==> src/rtl/rot_pkg.sv <==
// rtl/rot_pkg.sv - shared rotate-engine types and constants
package rot_pkg;

    localparam int ROT_WIDTH = 8;

    typedef enum logic [1:0] {
        IDLE   = 2'd0,
        ROTATE = 2'd1,
        DONE   = 2'd2
    } rot_state_t;

endpackage

==> src/rtl/left_rotational_shift_engine_if.sv <==
// rtl/left_rotational_shift_engine_if.sv - load/result handshake bundle for the left rotate engine
import rot_pkg::*;

interface left_rotational_shift_engine_if #(
    parameter int WIDTH = ROT_WIDTH
);
    localparam int CNT_W = $clog2(WIDTH);

    logic             load;
    logic [WIDTH-1:0] data_in;
    logic [CNT_W-1:0] amount;
    logic             ready;
    logic [WIDTH-1:0] data_out;
    logic             valid;
    logic             busy;

    modport master (
        output load, data_in, amount, ready,
        input  data_out, valid, busy
    );

    modport slave (
        input  load, data_in, amount, ready,
        output data_out, valid, busy
    );
endinterface

==> src/rtl/left_rotational_shift_engine_rotl_step.sv <==
// rtl/left_rotational_shift_engine_rotl_step.sv - single-position combinational left rotate
import rot_pkg::*;

module rotl_step #(
    parameter int WIDTH = ROT_WIDTH
) (
    input  logic [WIDTH-1:0] word,
    output logic [WIDTH-1:0] rotated
);
    // MSB wraps around into the LSB
    assign rotated = {word[WIDTH-2:0], word[WIDTH-1]};
endmodule

==> src/rtl/left_rotational_shift_engine.sv <==
// rtl/left_rotational_shift_engine.sv - left rotate by a programmable amount, one bit per clock
import rot_pkg::*;

module left_rotational_shift_engine #(
    parameter int WIDTH = ROT_WIDTH
) (
    input logic                          clk,
    input logic                          rst,
    left_rotational_shift_engine_if.slave bus
);
    localparam int CNT_W = $clog2(WIDTH);

    rot_state_t       state;
    logic [WIDTH-1:0] shift_reg;
    logic [WIDTH-1:0] shift_next;
    logic [CNT_W-1:0] cnt;
    logic             valid_r;
    logic             busy_r;

    rotl_step #(.WIDTH(WIDTH)) u_step (
        .word    (shift_reg),
        .rotated (shift_next)
    );

    // FSM, counter and rotate register; valid/busy are registered alongside the state
    // so they always equal (state==DONE) and (state!=IDLE) with no input-to-output path
    always_ff @(posedge clk) begin
        if (rst) begin
            state     <= IDLE;
            shift_reg <= '0;
            cnt       <= '0;
            valid_r   <= 1'b0;
            busy_r    <= 1'b0;
        end else begin
            case (state)
                IDLE: begin
                    if (bus.load) begin
                        shift_reg <= bus.data_in;
                        cnt       <= bus.amount;
                        busy_r    <= 1'b1;
                        if (bus.amount == '0) begin
                            state   <= DONE;
                            valid_r <= 1'b1;
                        end else begin
                            state   <= ROTATE;
                        end
                    end
                end
                ROTATE: begin
                    shift_reg <= shift_next;
                    cnt       <= cnt - CNT_W'(1);
                    if (cnt == CNT_W'(1)) begin
                        state   <= DONE;
                        valid_r <= 1'b1;
                    end
                end
                DONE: begin
                    // load is deliberately ignored here, even when ready completes the transfer
                    if (bus.ready) begin
                        state   <= IDLE;
                        valid_r <= 1'b0;
                        busy_r  <= 1'b0;
                    end
                end
                default: begin
                    state   <= IDLE;
                    valid_r <= 1'b0;
                    busy_r  <= 1'b0;
                end
            endcase
        end
    end

    assign bus.data_out = shift_reg;
    assign bus.valid    = valid_r;
    assign bus.busy     = busy_r;
endmodule
==> src/flat_wrapper.sv <==
// flat-port wrapper written by rule: the top's interface ports become plain ports
module left_rotational_shift_engine_flat 
#(
    parameter int WIDTH = ROT_WIDTH
)
  (clk, rst, bus_load, bus_data_in, bus_amount, bus_ready, bus_data_out, bus_valid, bus_busy);
  left_rotational_shift_engine_if #(.WIDTH(WIDTH)) bus_i ();
  input logic clk;
  input logic rst;
  input wire logic [$bits(bus_i.load)-1:0] bus_load;
  input wire logic [$bits(bus_i.data_in)-1:0] bus_data_in;
  input wire logic [$bits(bus_i.amount)-1:0] bus_amount;
  input wire logic [$bits(bus_i.ready)-1:0] bus_ready;
  output wire logic [$bits(bus_i.data_out)-1:0] bus_data_out;
  output wire logic [$bits(bus_i.valid)-1:0] bus_valid;
  output wire logic [$bits(bus_i.busy)-1:0] bus_busy;
  assign bus_i.load = bus_load;
  assign bus_i.data_in = bus_data_in;
  assign bus_i.amount = bus_amount;
  assign bus_i.ready = bus_ready;
  assign bus_data_out = bus_i.data_out;
  assign bus_valid = bus_i.valid;
  assign bus_busy = bus_i.busy;
  left_rotational_shift_engine #(.WIDTH(WIDTH)) u_core (.clk(clk), .rst(rst), .bus(bus_i));
endmodule
==> config.mk <==
export PLATFORM = sky130hd
export DESIGN_NAME = left_rotational_shift_engine_flat
export DESIGN_NICKNAME = d
export VERILOG_FILES = /design/src/rtl/rot_pkg.sv /design/src/rtl/left_rotational_shift_engine_if.sv /design/src/rtl/left_rotational_shift_engine_rotl_step.sv /design/src/rtl/left_rotational_shift_engine.sv /design/src/flat_wrapper.sv
export SDC_FILE = /design/constraint.sdc
export NUM_CORES = 1
export LEC_CHECK = 0
export ABC_AREA = 1
export CAP_MARGIN = 15
export CORE_ASPECT_RATIO = 0.75
export CORE_MARGIN = 2
export CORE_UTILIZATION = 30
export DETAILED_ROUTE_END_ITERATION = 10
export GPL_TIMING_DRIVEN = 1
export PLACE_DENSITY = 0.64
export SYNTH_ARGS = -nofsm -noshare
export SYNTH_HDL_FRONTEND = slang
export SYNTH_SLANG_ARGS = --single-unit
==> constraint.sdc <==
create_clock -name clk -period 2.1 [get_ports clk]
set_input_delay 0.315 -clock clk [delete_from_list [all_inputs] [get_ports clk]]
set_output_delay 0.315 -clock clk [all_outputs]
set_load 0.02 [all_outputs]
==> run_results.csv <==
group,metric,value,unit
placed_design,placed_cells,175,
yosys,synth_xor_area_share,0,%
setup_path,crit_start,"u_core.bus.data_out[5]$_SDFFE_PP0P_",
clocking,cts_hold_buf,0,
yosys,synthCells,117,
setup_path,worstPathMaxFanout,3,
yosys,syn_nets,134,
power,swShare,42.61,%
sta,period_share,73.92,%
setup_path,cpPeakStageDelay,0.62,ns
route,ant_nets,0,
floorplan,start_util,31.58,%
yosys,synth_seq_cells,15,
yosys,synth.avg_cell_area,7.079,um2
power,leakagePower,0.4940,nW
floorplan,die_x,64.68,um
sta,finalSetupTns,0,ns
placed_design,post-place-ws,0.5450,ns
setup_path,cp_top_family,"buffers and inverters",
power,ir_drop,0.3291,mV
yosys,ys_warn_count,0,
global_routing,grt_pass1_wl,3.519,mm
power,power.density,1165,nW/um2
route,drtIter0Drc,40,
sta,maxSlewHeadroom,82.83,%
floorplan,core,2623,um2
hold_path,hold_path.class,"reg2reg",
cells_and_area,area_growth,36.71,%
power,netSwitchingPower,562.3,uW
setup_path,cp.depth,1,
clocking,clock_path_buffers,2,
setup_path,worstPathArrival,1.24,ns
placed_design,routabilityCongestion,0.8635,
power,p_clk_share,17.8,%
setup_path,crit_path_start_kind,"flip-flop",
sta,hold_slack,0.4722,ns
sta,skew,0.0005677,ns
floorplan,num_rows,16,
floorplan,fp.dieH,49.51,um
cells_and_area,fin_util,43.18,%
route,drc_errors,0,
status,status,"finished clean",
sta,fin_crit,1.552,ns
clocking,cts-htree-levels,1,
clocking,clk_pin_slew,0.06,ns
cells_and_area,drive_gt1_share,18.18,%
power,p_seq_share,33.6,%
route,wl_per_cell,11.12,um
setup_path,critPathSlowestCell,"clkdlybuf4s50_1",
route,vias,807,
sta,finalSetupViolations,0,
global_routing,grt_pass1_vias,762,
cells_and_area,fin_nets,161,
hold_path,hold_path_depth,2,
floorplan,io_pins,25,
setup_path,worstReg2RegStart,"u_core.state[1]$_SDFFE_PP0P_",
floorplan,die_area,3202,um2
global_routing,grt_usage,14.13,%
sta,fmax,0.6442,GHz
yosys,ys_seq_area_share,36.25,%
route,totalWireLength,1.991,mm
clocking,postCtsResizedCells,0,
yosys,synth.area.mux_share,0,%
global_routing,antenna_found_initial,0,
yosys,synth_fa_ha_area_share,3.021,%
power,comb_power_share,48.6,%
setup_path,path_class,"reg2out",
setup_path,path_cells,"clkdlybuf4s50_1",
sta,timing.final.ws_setup,0.5478,ns
clocking,post_cts_buffers,0,
global_routing,grt_max_degree,15,
sta,tightest_slew,0.2572,ns
cells_and_area,diodes,0,
clocking,cts_tree,"yes",
setup_path,cp-end-kind,"primary output",
yosys,synth_compound_area_share,14.65,%
clocking,cts_buffers,3,
sta,rsz0062_at_grt,"false",
yosys,ys_types,21,
yosys,synth_top_family_by_area,"simple AND/OR/NAND/NOR gates",
route,drtPass1Iterations,4,
setup_path,rr_worst_depth,6,
power,intPower,757.3,uW
placed_design,dp_hpwl,1.515,mm
flow_run,cap_violations,0,
setup_path,worstPathRequired,1.78,ns
route,viasPerCell,4.508,
clocking,cts_sinks,15,
global_routing,overflow,0,
cells_and_area,finalNonFillerCells,179,
yosys,syn_area,828.3,um2
placed_design,numPortBuffers,24,
setup_path,path_buf_inv,1,
sta,finalHoldViolations,0,
sta,slew_viol_final,0,
clocking,clk_latency,0.25,ns
yosys,synthSimpleGateAreaFrac,35.95,%
hold_path,hp-start,"u_core.bus.valid$_SDFFE_PP0P_",
clocking,cts_root_buffer,"clkbuf_8",
-- cells by family after synthesis --
logic type               Yosys count
adder cells (fa/ha/maj)            2
AO/OA/AOI/OAI                     18
AND/OR/NAND/NOR                   66
buffers and inverters             16
flip-flops                        15
-- registers in the layout (all words and copies together) (netlist names) --
name	flops
u_core.bus.busy	1
u_core.bus.valid	1
u_core.bus.data_out	8
u_core.cnt	3
u_core.state	2
-- cell type report --
class | count | area [um2]
fill | 277 | 1490
multi-input combinational | 86 | 444.2
sequential | 15 | 300.3
timing repair buffer | 25 | 247.7
inverter | 13 | 48.80
tap | 36 | 45.04
clock buffer | 3 | 41.29
clock inverter | 1 | 5.005
-- per-stage QoR --
step | power, mW | instance area [um2]
6_report | 1.320 | 1132
5_1_grt | 1.435 | 1132
4_1_cts | 1.333 | 1132
3_5_place_dp | 1.092 | 1086
3_3_place_gp | 1.077 | 1086
2_1_floorplan | 0.9138 | 828.3
-- routing by layer --
layer / vias to the layer above / global-route usage [%] / part of all wire (%)
met5: - / 0 / 0
met4: 0 / 5.319 / 1.6
met2: 20 / 21.18 / 43
met3: 5 / 2.968 / 4.2
met1: 363 / 19.89 / 51
li1: 419 / - / -
-- cells in the final DEF (no fill, tap or decap), drive strengths merged --
| cell | n |
|---|---|
| o21ai | 5 |
| dfxtp | 15 |
| clkdlybuf4s50 | 24 |
| nand4 | 2 |
| nand3 | 3 |
| o22ai | 1 |
| a21oi | 12 |
| nand2 | 54 |
| ha | 2 |
| nor2 | 6 |
| buf | 1 |
| clkbuf | 3 |
| clkinv | 1 |
| nand3b | 1 |
| inv | 13 |
-- worst reg2reg max path: stages (launching register included) --
cell and delay (ns):
dfxtp_1 0.46, nor2_2 0.09, nand2_1 0.09, nand2_2 0.15
inv_2 0.19, nand2_1 0.09, a21oi_2 0.13
-- worst paths after layout --
kind	end	slack, ns
setup / recovery	bus_data_out[5]	0.55
hold / removal	u_core.bus.valid$_SDFFE_PP0P_	0.47
hold reg to reg	u_core.bus.valid$_SDFFE_PP0P_	0.47
setup reg to reg	u_core.bus.data_out[1]$_SDFFE_PP0P_	0.82
-- power groups by stage --
stage | clock network [mW] | registers (mW) | logic [mW]
detailed placement | 0 | 0.451 | 0.641
floorplan | 0 | 0.501 | 0.413
CTS | 0.240 | 0.444 | 0.648
global route | 0.259 | 0.457 | 0.719
global placement | 0 | 0.448 | 0.629
finish | 0.234 | 0.444 | 0.642
-- synth_stat cells --
library cell | n | area share (%)
a21oi_1 | 5 | 3.0
a21oi_2 | 7 | 7.4
buf_12 | 1 | 2.4
buf_6 | 1 | 1.4
clkbuf_1 | 1 | 0.45
dfxtp_1 | 15 | 36
ha_1 | 2 | 3.0
inv_1 | 11 | 5.0
inv_2 | 2 | 0.91
nand2_1 | 45 | 20
nand2_2 | 8 | 6.0
nand2_4 | 1 | 1.4
nand3_1 | 3 | 1.8
nand3b_1 | 1 | 0.91
nand4_1 | 2 | 1.5
nor2_1 | 4 | 1.8
nor2_2 | 1 | 0.76
nor2_4 | 1 | 1.4
o21ai_0 | 4 | 2.4
o21ai_2 | 1 | 1.1
o22ai_1 | 1 | 0.76
No activity file was read; power rests on OpenSTA's default activity.
